===== config.mk =====
export PLATFORM = sky130hd
export DESIGN_NAME = lsu_agu_s2
export DESIGN_NICKNAME = d
export VERILOG_FILES = /design/src/rtl/lsu_agu_s2.sv
export SDC_FILE = /design/constraint.sdc
export NUM_CORES = 1
export LEC_CHECK = 0
export ABC_AREA = 1
export BUFFER_PORTS_ARGS = -buffer_cell sky130_fd_sc_hd__buf_2
export CORE_ASPECT_RATIO = 0.8
export CORE_MARGIN = 8
export CORE_UTILIZATION = 53
export DETAILED_ROUTE_END_ITERATION = 8
export GPL_TIMING_DRIVEN = 0
export PLACE_DENSITY_LB_ADDON = 0.05
export SLEW_MARGIN = 40
export SYNTH_ARGS = -nofsm -noshare
export SYNTH_HDL_FRONTEND = slang
export SYNTH_SLANG_ARGS = --single-unit

===== constraint.sdc =====
create_clock -name clk -period 8.4 [get_ports clk]
set_input_delay 2.1 -clock clk [delete_from_list [all_inputs] [get_ports clk]]
set_output_delay 2.1 -clock clk [all_outputs]
set_load 0.02 [all_outputs]

===== src/rtl/lsu_agu_s2.sv =====
// Load/store address generation, stage 2: computes the virtual address and alignment fault
// for each issued memory op and queues it in a 2-entry in-order FIFO for the LSU control unit.
module lsu_agu_s2 #(
    parameter int unsigned XLEN             = 64,
    parameter int unsigned VIRTUAL_ADDR_LEN = 39,
    parameter int unsigned ROB_TAG_W        = 5
) (
    input  logic                        clk,
    input  logic                        rst,
    input  logic                        flush_i,

    input  logic                        issue_valid_i,
    output logic                        issue_ready_o,
    input  logic                        issue_opcode_i,
    input  logic [1:0]                  issue_size_i,
    input  logic [XLEN-1:0]             issue_base_i,
    input  logic [XLEN-1:0]             issue_imm_i,
    input  logic [XLEN-1:0]             issue_store_data_i,
    input  logic [ROB_TAG_W-1:0]        issue_rob_tag_i,

    output logic                        valid_o,
    output logic                        opcode_o,
    output logic [1:0]                  size_o,
    output logic [VIRTUAL_ADDR_LEN-1:0] addr_o,
    output logic [XLEN-1:0]             store_data_o,
    output logic [ROB_TAG_W-1:0]        rob_tag_o,
    output logic                        exception_valid_o,
    output logic [3:0]                  ecause_o,
    input  logic                        ls_done_i
);

    localparam logic [3:0] EcauseLoadMisaligned  = 4'd4;
    localparam logic [3:0] EcauseStoreMisaligned = 4'd6;

    typedef struct packed {
        logic                        opcode;
        logic [1:0]                  size;
        logic [VIRTUAL_ADDR_LEN-1:0] addr;
        logic [XLEN-1:0]             store_data;
        logic [ROB_TAG_W-1:0]        rob_tag;
        logic                        exception;
        logic [3:0]                  ecause;
    } entry_t;

    entry_t     entry_q [2];
    entry_t     entry_d [2];
    entry_t     new_entry;
    entry_t     head;

    logic       wr_ptr_q, wr_ptr_d;
    logic       rd_ptr_q, rd_ptr_d;
    logic [1:0] count_q, count_d;

    logic [XLEN-1:0] sum;
    logic            misaligned;
    logic            accept;
    logic            retire;

    // Only the low VIRTUAL_ADDR_LEN bits of the sum form the address.
    if (XLEN > VIRTUAL_ADDR_LEN) begin : g_sum_hi
        logic unused_sum_hi;
        assign unused_sum_hi = ^sum[XLEN-1:VIRTUAL_ADDR_LEN];
    end

    always_comb begin
        sum = issue_base_i + issue_imm_i;
        misaligned = 1'b0;
        unique case (issue_size_i)
            2'd0:    misaligned = 1'b0;
            2'd1:    misaligned = sum[0];
            2'd2:    misaligned = |sum[1:0];
            2'd3:    misaligned = |sum[2:0];
            default: misaligned = 1'b0;
        endcase

        new_entry.opcode     = issue_opcode_i;
        new_entry.size       = issue_size_i;
        new_entry.addr       = sum[VIRTUAL_ADDR_LEN-1:0];
        new_entry.store_data = issue_store_data_i;
        new_entry.rob_tag    = issue_rob_tag_i;
        new_entry.exception  = misaligned;
        if (!misaligned) begin
            new_entry.ecause = 4'd0;
        end else if (issue_opcode_i) begin
            new_entry.ecause = EcauseStoreMisaligned;
        end else begin
            new_entry.ecause = EcauseLoadMisaligned;
        end
    end

    assign issue_ready_o = (count_q != 2'd2);
    assign valid_o       = (count_q != 2'd0) && !flush_i;
    assign accept        = issue_valid_i && issue_ready_o && !flush_i;
    assign retire        = valid_o && ls_done_i;

    always_comb begin
        count_d  = count_q;
        wr_ptr_d = wr_ptr_q;
        rd_ptr_d = rd_ptr_q;
        if (flush_i) begin
            count_d  = 2'd0;
            wr_ptr_d = 1'b0;
            rd_ptr_d = 1'b0;
        end else begin
            if (accept) begin
                wr_ptr_d = ~wr_ptr_q;
            end
            if (retire) begin
                rd_ptr_d = ~rd_ptr_q;
            end
            unique case ({accept, retire})
                2'b10:   count_d = count_q + 2'd1;
                2'b01:   count_d = count_q - 2'd1;
                default: count_d = count_q;
            endcase
        end
    end

    always_comb begin
        entry_d[0] = entry_q[0];
        entry_d[1] = entry_q[1];
        if (accept) begin
            entry_d[wr_ptr_q] = new_entry;
        end
    end

    always_ff @(posedge clk) begin
        if (rst) begin
            count_q  <= 2'd0;
            wr_ptr_q <= 1'b0;
            rd_ptr_q <= 1'b0;
        end else begin
            count_q  <= count_d;
            wr_ptr_q <= wr_ptr_d;
            rd_ptr_q <= rd_ptr_d;
        end
    end

    // Payload is qualified by valid_o, so it carries no reset.
    always_ff @(posedge clk) begin
        entry_q[0] <= entry_d[0];
        entry_q[1] <= entry_d[1];
    end

    assign head              = entry_q[rd_ptr_q];
    assign opcode_o          = head.opcode;
    assign size_o            = head.size;
    assign addr_o            = head.addr;
    assign store_data_o      = head.store_data;
    assign rob_tag_o         = head.rob_tag;
    assign exception_valid_o = valid_o && head.exception;
    assign ecause_o          = head.ecause;

endmodule


==> impl_metrics.env, run 1 <==
export IMPL_critPathMaxStageDelay_ps=190
export IMPL_drtIter0Drc=433
export IMPL_finalCriticalPeriod_ps=4812
export IMPL_coreArea_sq_um=21320
export IMPL_ys_ff_latch=231
export IMPL_ctsRootBufferMaster="clkbuf_16"
export IMPL_grt_usage_pct=19.63
export IMPL_synth_common_cells="nand2_1 (240), edfxtp_1 (226), inv_1 (133)"
export IMPL_fmaxAchievable_mhz=207.8
export IMPL_synth_area_leaders="edfxtp_1 (60%), mux2_2 (11%), nand2_1 (7.9%)"
export IMPL_period_share_pct=57.28
export IMPL_path_cells="buf_2 -> a21oi_2 -> inv_1 -> nor2_1 -> buf_2"
export IMPL_ys_async_sr_fraction_pct=0
export IMPL_drt_total_wl_um=26650
export IMPL_grt_max_degree=21
export IMPL_slew_headroom_pct=66.06
export IMPL_dp_cells=1552
export IMPL_numPortBuffers=270
export IMPL_synth_cell_types=33
export IMPL_insertedDiodeCount=0
export IMPL_avgRoutedWirePerCell_um=16.68
export IMPL_post_cts_setup_buffers=0
export IMPL_clock_skew_final_ps=7.669
export IMPL_rows=48
export IMPL_powerDensity_nw_per_um2=199.3
export IMPL_ys_warnings_count=0
export IMPL_synth_mux_area_share_pct=11.11
export IMPL_final_core_util_pct=66.57
export IMPL_run_status="completed"
export IMPL_endpoint_kind="primary output"
export IMPL_ant_nets=0
export IMPL_synth_area_leader_cell="edfxtp_1"
export IMPL_min_from="rd_ptr_q"
export IMPL_r2r_start="count_q[1]"
export IMPL_clk_pin_slew_ps=60
export IMPL_slowest_stage="a21oi_2"
export IMPL_synth_simple_gate_area_share_pct=14.20
export IMPL_hold_viol=0
export IMPL_start_kind="input port"
export IMPL_syn_inst=992
export IMPL_die_w_um=179.7
export IMPL_synthXorXnorAreaFrac_pct=1.697
export IMPL_syn_area_per_cell_sq_um=11.45
export IMPL_fin_cells=1598
export IMPL_cts_hold_repair_buffers=0
export IMPL_htreeDepth=1
export IMPL_layout_nets=1549
export IMPL_final_setup_viol_count=0
export IMPL_vias=7936
export IMPL_maxCapViolations=0
export IMPL_ios=323
export IMPL_drv_slew=0
export IMPL_synth_most_common_cell="nand2_1"
export IMPL_grt_pass1_vias=7928
export IMPL_holdWs_ps=485.6
export IMPL_netlist_area_sq_um=11360
export IMPL_rsz0062_at_grt="false"
export IMPL_die_h_um=146.9
export IMPL_place_area_sq_um=13370
export IMPL_clk_latency_ps=530
export IMPL_grt_overflow=0
export IMPL_synth_top_family_by_area="simple AND/OR/NAND/NOR gates"
export IMPL_finalInstanceArea_sq_um=14190
export IMPL_cts_resized=0
export IMPL_die_area_sq_um=26400
export IMPL_grt_pass1_wl_um=41810
export IMPL_antenna_found_initial=0
export IMPL_numCtsBuffers=25
export IMPL_drc=0
export IMPL_hp_class="register to register"
export IMPL_arrival_ps=2710
export IMPL_dp_hpwl_um=20930
export IMPL_crit_start="flush_i"
export IMPL_seq_area_frac_synth_pct=60.64
export IMPL_cts_tree="done"
export IMPL_crit_type="input port to primary output"
export IMPL_cp_data_required_time_ps=6300
export IMPL_ir_drop_v=0.0001893
export IMPL_tightest_slew_ps=507.8
export IMPL_initial_core_util_pct=53.26
export IMPL_synth_compound_area_share_pct=2.688
export IMPL_nFillCells=1654
export IMPL_clock_sink_count=231
export IMPL_areaGrowthSynthToFinish_pct=24.98
export IMPL_routabilityCongestion=0.8709
export IMPL_path_common_cell="buf_2"
export IMPL_synth_top_cell_area_share_pct=59.76
export IMPL_firstDrtPassIters=7
export IMPL_p_total_w=0.002828
export IMPL_clockBufferDepth=3
export IMPL_leakage_nw=6.200
export IMPL_synth_ff_type="edfxtp_1"
export IMPL_drive_gt1_share_pct=36.89
export IMPL_synth_adder_area_share_pct=4.473
export IMPL_synth_edff_count=226
export IMPL_cp_max_fo=3
export IMPL_via_per_inst=4.966
## per-stage QoR
step	setup slack [ps]	setup TNS (ps)
2_1_floorplan	755.3	0
4_1_cts	3601	0
3_5_place_dp	3601	0
5_1_grt	3502	0
6_report	3588	0
3_3_place_gp	-2156	-483470
## path summary, 6_finish.rpt
path | endpoint | cells past startpoint | slack [ps]
worst min-delay path | register | 2 | 490
worst max register to register | entry_q[0][101] | 8 | 6260
worst min register to register | register | 2 | 490
worst max-delay path | exception_valid_o | 5 | 3590
## sequential cells by signal (all words and copies together), names as in the netlist, named ones only
register and flops:
wr_ptr_q 1, count_q 2, entry_q 226, rd_ptr_q 1
## report_power, final
part           internal, W  switching [W]
Combinational     0.000153       0.000256
Sequential         0.00133     0.00000766
Clock             0.000642       0.000443
## cells by family (layout without fill, tap and decap cells)
family,count (synthesis),count (layout)
flops,231,231
xor+xnor,22,22
mux,112,112
simple gates,378,378
compound gates,58,58
buf+inv,150,480
fa+ha+maj,40,40
other cells,1,2
## layout by cell type (no fill, tap or decap), types with 2 or more instances in the layout
| cell | synthesis | routed |
|---|---|---|
| nand2_1 | 240 | 240 |
| xor2_1 | 16 | 16 |
| mux2_2 | 112 | 112 |
| a21oi_2 | 2 | 2 |
| clkinv_2 | 0 | 6 |
| a21oi_1 | 34 | 34 |
| xnor2_1 | 6 | 6 |
| conb_1 | 1 | 2 |
| nand2b_1 | 2 | 2 |
| buf_8 | 0 | 7 |
| nand3_2 | 7 | 7 |
| bufinv_16 | 0 | 3 |
| nor2_2 | 4 | 4 |
| nor3_1 | 14 | 14 |
| nand2_2 | 18 | 18 |
| or2_1 | 2 | 2 |
| clkinvlp_4 | 0 | 2 |
| buf_2 | 12 | 282 |
| buf_4 | 2 | 2 |
| nor2_1 | 60 | 58 |
| nand3b_1 | 3 | 3 |
| clkbuf_1 | 1 | 2 |
| o21ai_0 | 17 | 17 |
| a31oi_1 | 4 | 4 |
| inv_6 | 0 | 2 |
| clkbuf_16 | 0 | 25 |
| edfxtp_1 | 226 | 226 |
| nand3_1 | 22 | 22 |
| dfxtp_1 | 5 | 5 |
| nor2_4 | 2 | 4 |
| ha_1 | 39 | 39 |
| buf_16 | 0 | 7 |
| inv_1 | 133 | 133 |
| inv_2 | 2 | 2 |
| clkinv_1 | 0 | 6 |
## routing by layer
layer  vias to the layer above  track usage, %  share of wire, %
met5                         -               0                 0
met4                         0           3.869               1.5
met3                        30           4.146               6.1
met2                       246           31.23                45
met1                      3674           27.59                47
li1                       3986               -                 -
## area by class of cell
type / count / area (sq um) / area share [%]
flip-flops and latches: 231 / 6887 / 48.52
inverters: 135 / 506.7 / 3.570
repair buffers: 284 / 1649 / 11.62
clock inverters: 20 / 195.2 / 1.375
multi-input cells: 612 / 3902 / 27.50
well taps: 275 / 344.1 / 2.424
plain buffers: 15 / 78.83 / 0.5554
clock buffers: 26 / 629.4 / 4.434
## worst max-delay path, delay by kind of cell
kind | cells | cell delay [ps]
buffers and inverters | 3 | 340
and+or+nand+nor | 1 | 80
AOI/OAI and AO/OA | 1 | 190
(Power assumes the default switching activity.)
==> inputs of run 2 (changes only) <==
Clock period 8.4 ns to 4.59 ns, I/O delays scaled along.
==> run 2 against run 1 <==
Combinational power rose by 82%; utilization fell by 0.26 points; global-route usage barely moved; worst hold slack improved by 12 ps; critical path depth did not move; sequential power rose by 83%; worst setup slack got worse by 2500 ps; clock skew rose by 5.4 ps; largest power group unchanged; total power rose by 79%.
==> impl_metrics.env, run 2 (same netlist as run 1, synthesis figures left out) <==
export IMPL_post_cts_setup_buffers=0
export IMPL_ir_drop_v=0.0002637
export IMPL_place_area_sq_um=13360
export IMPL_largest_register="entry_q"
export IMPL_numPortBuffers=270
export IMPL_insertedDiodeCount=0
export IMPL_start_kind="register"
export IMPL_drtIter0Drc=377
export IMPL_switching_share_pct=24.70
export IMPL_pwr_share_seq_pct=48.1
export IMPL_cts_hold_repair_buffers=0
export IMPL_slew_headroom_pct=58.63
export IMPL_numCtsBuffers=25
export IMPL_clock_sink_count=231
export IMPL_clock_skew_final_ps=13.08
export IMPL_cts_resized=0
export IMPL_maxCapViolations=0
export IMPL_pre_cts_slack_ps=1417
export IMPL_clk_latency_ps=530
export IMPL_run_status="completed"
export IMPL_multiInputGateArea_sq_um=3902
export IMPL_areaGrowthSynthToFinish_pct=24.49
export IMPL_cp_data_required_time_ps=3440
export IMPL_initial_core_util_pct=53.26
export IMPL_grt_pass1_vias=7917
export IMPL_ant_nets=0
export IMPL_grt_pass1_wl_um=41770
export IMPL_regArea_sq_um=6887
export IMPL_ios=323
export IMPL_rrSetupSlack_ps=2380
export IMPL_hold_viol=0
export IMPL_arrival_ps=2380
export IMPL_slowest_stage="mux2_2"
export IMPL_die_w_um=179.7
export IMPL_setup_tns_ps=0
export IMPL_drt_total_wl_um=26610
export IMPL_clk_pin_slew_ps=60
export IMPL_via_per_inst=4.981
export IMPL_htreeDepth=1
export IMPL_layout_nets=1549
export IMPL_path_buf_inv=4
export IMPL_nFillCells=1689
export IMPL_fmaxAchievable_mhz=283.7
export IMPL_largest_registers="entry_q (226), count_q (2)"
export IMPL_crit_family="buffers and inverters"
export IMPL_path_common_cell="buf_2"
export IMPL_cp_max_fo=10
export IMPL_layout_common_cells="buf_2 (282), nand2_1 (240), edfxtp_1 (226)"
export IMPL_powerDensity_nw_per_um2=359.1
export IMPL_tightest_slew_ps=619.1
export IMPL_firstDrtPassIters=5
export IMPL_rows=48
export IMPL_grt_overflow=0
export IMPL_p_clk_share_pct=37.2
export IMPL_pwr_share_comb_pct=14.7
export IMPL_path_cells="clkbuf_1 -> buf_2 -> buf_2 -> mux2_2 -> buf_2"
export IMPL_grt_usage_pct=19.67
export IMPL_internal_power_w=0.003823
export IMPL_routabilityCongestion=0.8446
export IMPL_drv_slew=0
export IMPL_cts_tree="done"
export IMPL_die_h_um=146.9
export IMPL_antenna_found_initial=0
export IMPL_finalInstanceArea_sq_um=14140
export IMPL_crit_type="register to primary output"
export IMPL_dp_hpwl_um=20970
export IMPL_ctsRootBufferMaster="clkbuf_16"
export IMPL_clockBufferDepth=3
export IMPL_final_core_util_pct=66.31
export IMPL_vias=7959
export IMPL_hp_class="register to register"
export IMPL_power_switching_w=0.001254
export IMPL_period_share_pct=76.80
export IMPL_final_common_cell="buf_2"
export IMPL_finalCriticalPeriod_ps=3525
export IMPL_critPathMaxStageDelay_ps=400
export IMPL_grt_max_degree=20
export IMPL_coreArea_sq_um=21320
export IMPL_avgRoutedWirePerCell_um=16.65
export IMPL_rsz0062_at_grt="false"
export IMPL_endpoint_kind="primary output"
export IMPL_drive_gt1_share_pct=36.36
export IMPL_drc=0
export IMPL_largest_reg_flops=226
export IMPL_leakage_nw=6.174
export IMPL_die_area_sq_um=26400
export IMPL_holdWs_ps=497.3
export IMPL_final_setup_viol_count=0
export IMPL_fin_ws_ps=1065
[run 2: cell types whose count changed in the layout (fill, tap and decap cells not counted), sizes merged]
| cell | previous run | this run |
|---|---|---|
| bufinv | 3 | 2 |
| clkbuf | 27 | 31 |
| clkinv | 12 | 13 |
| clkinvlp | 2 | 0 |
| inv | 138 | 136 |
[run 2: per-stage QoR]
| step | std cells | total power, W |
|---|---|---|
| final | 1598 | 0.005077 |
| after global routing | 1598 | 0.005288 |
| after CTS | 1598 | 0.005134 |
| after detailed placement | 1552 | 0.003231 |
| after global placement | 1538 | 0.003206 |
| after floorplan | 993 | 0.002958 |
[run 2: layout make-up]
| cell class | count | share of cell area [%] |
|---|---|---|
| plain buffers | 15 | 0.5576 |
| clock buffers | 30 | 4.558 |
| clock inverters | 16 | 0.9735 |
| inverters | 135 | 3.584 |
| multi-input cells | 612 | 27.60 |
| flip-flops and latches | 231 | 48.71 |
| well taps | 275 | 2.434 |
| repair buffers | 284 | 11.58 |
[run 2: layer usage]
layer	GRT usage (%)	vias up	routed length (um)
met4	4.908	0	558
met2	31.57	246	12010
li1	-	3988	-
met5	0	-	0
met1	27.27	3693	12610
met3	3.751	32	1437
[run 2: worst register-to-register path, stage by stage (launching register included)]
cell	delay [ps]
dfxtp_1	390
nor2_1	80
inv_1	80
nand3b_1	230
nor2_4	570
buf_16	250
buf_8	170
buf_16	160
[run 2: worst paths after layout]
path                    from        endpoint  cells past startpoint
setup / recovery    register      addr_o[23]                      5
setup reg to reg  count_q[0]  entry_q[1][82]                      7
hold reg to reg     rd_ptr_q        register                      2
hold / removal      rd_ptr_q        register                      2
[run 2: power groups by stage]
| stage | sequential, W | clock (W) | combinational, W |
|---|---|---|---|
| 6_report | 0.00244 | 0.00189 | 0.000745 |
| 5_1_grt | 0.00245 | 0.00202 | 0.000823 |
| 4_1_cts | 0.00244 | 0.00194 | 0.000748 |
| 3_5_place_dp | 0.00249 | 0 | 0.000744 |
| 3_3_place_gp | 0.00249 | 0 | 0.000713 |
| 2_1_floorplan | 0.00249 | 0 | 0.000471 |
==> inputs of run 3 (changes only) <==
Settings changed: ABC_AREA 1 to 0, CORE_UTILIZATION 53 to 52.
Clock period 4.59 ns to 3.4 ns, I/O delays scaled along.
==> run 3 against run 2 <==
Via count is 11% lower; flip-flop and latch count stayed put; utilization is 0.68 points lower; register-to-register slack worse by 1200 ps; die area is 2.3% lower; synthesized cell count is 26% lower; first-iteration DRC count is 13% higher; worst hold slack better by 47 ps; sequential power is 36% higher; combinational power is 36% higher; non-clock buffer count is 18 higher; largest cell class unchanged.
==> impl_metrics.env, run 3 <==
export IMPL_run_status="completed"
export IMPL_routabilityCongestion=0.8959
export IMPL_ant_nets=0
export IMPL_grt_overflow=0
export IMPL_ctsRootBufferMaster="clkbuf_16"
export IMPL_via_per_inst=5.353
export IMPL_p_clk_share_pct=34.1
export IMPL_ios=323
export IMPL_seq_area_frac_synth_pct=63.40
export IMPL_slew_headroom_pct=54.60
export IMPL_synth_area_leaders="edfxtp_1 (62%), mux2_2 (12%), ha_1 (4.5%)"
export IMPL_drv_slew=0
export IMPL_cts_resized=1
export IMPL_dp_cells=1286
export IMPL_firstDrtPassIters=4
export IMPL_tightest_slew_ps=676.9
export IMPL_hold_viol=0
export IMPL_clk_pin_slew_ps=60
export IMPL_final_common_cell="buf_2"
export IMPL_pwr_share_seq_pct=50.5
export IMPL_synth_cell_types=63
export IMPL_clock_sink_count=231
export IMPL_ys_ff_latch=231
export IMPL_synth_common_cells="edfxtp_1 (226), mux2_2 (114), ha_1 (39)"
export IMPL_drt_total_wl_um=24430
export IMPL_final_setup_viol_count=0
export IMPL_finalInstanceArea_sq_um=13510
export IMPL_place_area_sq_um=12840
export IMPL_rows=47
export IMPL_fmaxAchievable_mhz=321.6
export IMPL_ys_async_sr_fraction_pct=0
export IMPL_slowest_stage="mux2_2"
export IMPL_largest_registers="entry_q (226), count_q (2)"
export IMPL_critPathMaxStageDelay_ps=410
export IMPL_arrival_ps=2260
export IMPL_ys_warnings_count=0
export IMPL_drive_gt1_share_pct=44.31
export IMPL_synth_ff_type="edfxtp_1"
export IMPL_start_kind="register"
export IMPL_antenna_found_initial=0
export IMPL_coreArea_sq_um=20580
export IMPL_clockBufferDepth=3
export IMPL_numCtsBuffers=23
export IMPL_powerDensity_nw_per_um2=484.9
export IMPL_syn_inst=733
export IMPL_hp_class="register to register"
export IMPL_synth_area_leader_cell="edfxtp_1"
export IMPL_die_area_sq_um=25800
export IMPL_clk_latency_ps=490
export IMPL_synth_edff_count=226
export IMPL_path_cells="clkbuf_1 -> clkbuf_2 -> clkbuf_2 -> mux2_2 -> buf_2"
export IMPL_drc=0
export IMPL_synth_top_cell_area_share_pct=62.47
export IMPL_grt_pass1_wl_um=37720
export IMPL_grt_max_degree=21
export IMPL_cp_data_required_time_ps=2550
export IMPL_pwr_share_comb_pct=15.4
export IMPL_finalCriticalPeriod_ps=3110
export IMPL_syn_area_per_cell_sq_um=14.82
export IMPL_synth_most_common_cell="edfxtp_1"
export IMPL_initial_core_util_pct=52.78
export IMPL_largest_reg_flops=226
export IMPL_drtIter0Drc=426
export IMPL_netlist_area_sq_um=10860
export IMPL_crit_type="register to primary output"
export IMPL_internal_power_w=0.004993
export IMPL_ir_drop_v=0.0003308
export IMPL_endpoint_kind="primary output"
export IMPL_cp_max_fo=10
export IMPL_post_cts_setup_buffers=0
export IMPL_fin_cells=1323
export IMPL_power_switching_w=0.001557
export IMPL_grt_pass1_vias=7180
export IMPL_largest_register="entry_q"
export IMPL_switching_share_pct=23.77
export IMPL_avgRoutedWirePerCell_um=18.47
export IMPL_vias=7082
export IMPL_dp_hpwl_um=18810
export IMPL_insertedDiodeCount=0
export IMPL_die_h_um=145.3
export IMPL_layout_nets=1287
export IMPL_cts_hold_repair_buffers=0
export IMPL_leakage_nw=5.233
export IMPL_clock_skew_final_ps=5.421
export IMPL_layout_common_cells="buf_2 (270), edfxtp_1 (226), mux2_2 (114)"
export IMPL_die_w_um=177.6
export IMPL_numPortBuffers=270
export IMPL_period_share_pct=91.46
export IMPL_htreeDepth=1
export IMPL_path_common_cell="clkbuf_2"
export IMPL_grt_usage_pct=18.07
export IMPL_rsz0062_at_grt="false"
export IMPL_areaGrowthSynthToFinish_pct=24.35
export IMPL_cts_tree="done"
export IMPL_maxCapViolations=0
==> run 3: cell count changes after synthesis, sizes merged, moves of 6 or more <==
| cell | previous run | this run |
|---|---|---|
| nand3 | 29 | 14 |
| a21o | 0 | 22 |
| inv | 135 | 14 |
| and3 | 0 | 6 |
| nand2 | 258 | 27 |
| o21bai | 1 | 7 |
| a211oi | 0 | 14 |
| o211ai | 0 | 7 |
| o21ai | 17 | 25 |
| nand4 | 0 | 12 |
| clkbuf | 1 | 18 |
| o21a | 0 | 7 |
| nor2 | 66 | 24 |
| xnor2 | 6 | 20 |
==> run 3: final timing paths <==
path / start / end / slack [ps] / cells after the start
hold reg to reg: rd_ptr_q / rd_ptr_q / 540 / 2
setup / recovery: register / addr_o[18] / 290 / 5
hold / removal: rd_ptr_q / rd_ptr_q / 540 / 2
setup reg to reg: count_q[0] / entry_q[0][96] / 1170 / 6
==> run 3: cell type report <==
| type | instances | area (sq um) |
|---|---|---|
| Inverter | 14 | 52.55 |
| Tap cell | 269 | 336.6 |
| Sequential cell | 231 | 6887 |
| Multi-Input combinational cell | 455 | 3739 |
| Timing Repair Buffer | 283 | 1622 |
| Buffer | 34 | 215.2 |
| Clock buffer | 26 | 586.8 |
| Fill cell | 1544 | 7074 |
| Clock inverter | 11 | 70.07 |
==> run 3: routing by layer <==
layer  vias to the layer above  track usage, %  part of all wire (%)
met2                       212           30.28                    48
met5                         -               0                     0
li1                       3451               -                     -
met1                      3402           24.71                    45
met3                        17           2.697                   6.1
met4                         0           3.412                  0.95
==> run 3: kinds of logic after synthesis <==
logic type / count (synthesis) / synth area share, %
AO/OA/AOI/OAI: 145 / 9.330
XOR/XNOR: 34 / 2.741
adder cells (fa/ha/maj): 40 / 4.676
buffers and inverters: 48 / 2.361
flip-flops: 231 / 63.40
multiplexers: 116 / 12.00
other: 1 / 0.03452
AND/OR/NAND/NOR: 118 / 5.460
==> run 3: power groups by stage <==
stage | clock network (W) | logic [W] | registers, W
detailed placement | 0 | 0.00101 | 0.00337
global placement | 0 | 0.000963 | 0.00337
global route | 0.00240 | 0.00110 | 0.00331
CTS | 0.00229 | 0.00101 | 0.00331
floorplan | 0 | 0.000647 | 0.00337
finish | 0.00223 | 0.00101 | 0.00331
==> run 3: stage by stage <==
step | worst slack (ps) | hold WS (ps) | TNS [ps] | total power, W | utilization (%)
after floorplan | -1106 | 518.4 | -249940 | 0.004014 | -
after global placement | -2892 | 534.5 | -650840 | 0.004336 | 61.02
after detailed placement | -102.4 | 536.8 | -215.6 | 0.004371 | 62.38
after CTS | 18.54 | 523.5 | 0 | 0.006605 | 65.58
after global routing | 131.1 | 525.8 | 0 | 0.006805 | 65.63
final | 290.2 | 544.3 | 0 | 0.006550 | 65.63
==> run 3: worst max-delay path: cells and delay by family, from the launching register on <==
kind                   cells  cell delay (ps)
buffers and inverters      4             1060
muxes                      1              410
DFF                        1              300
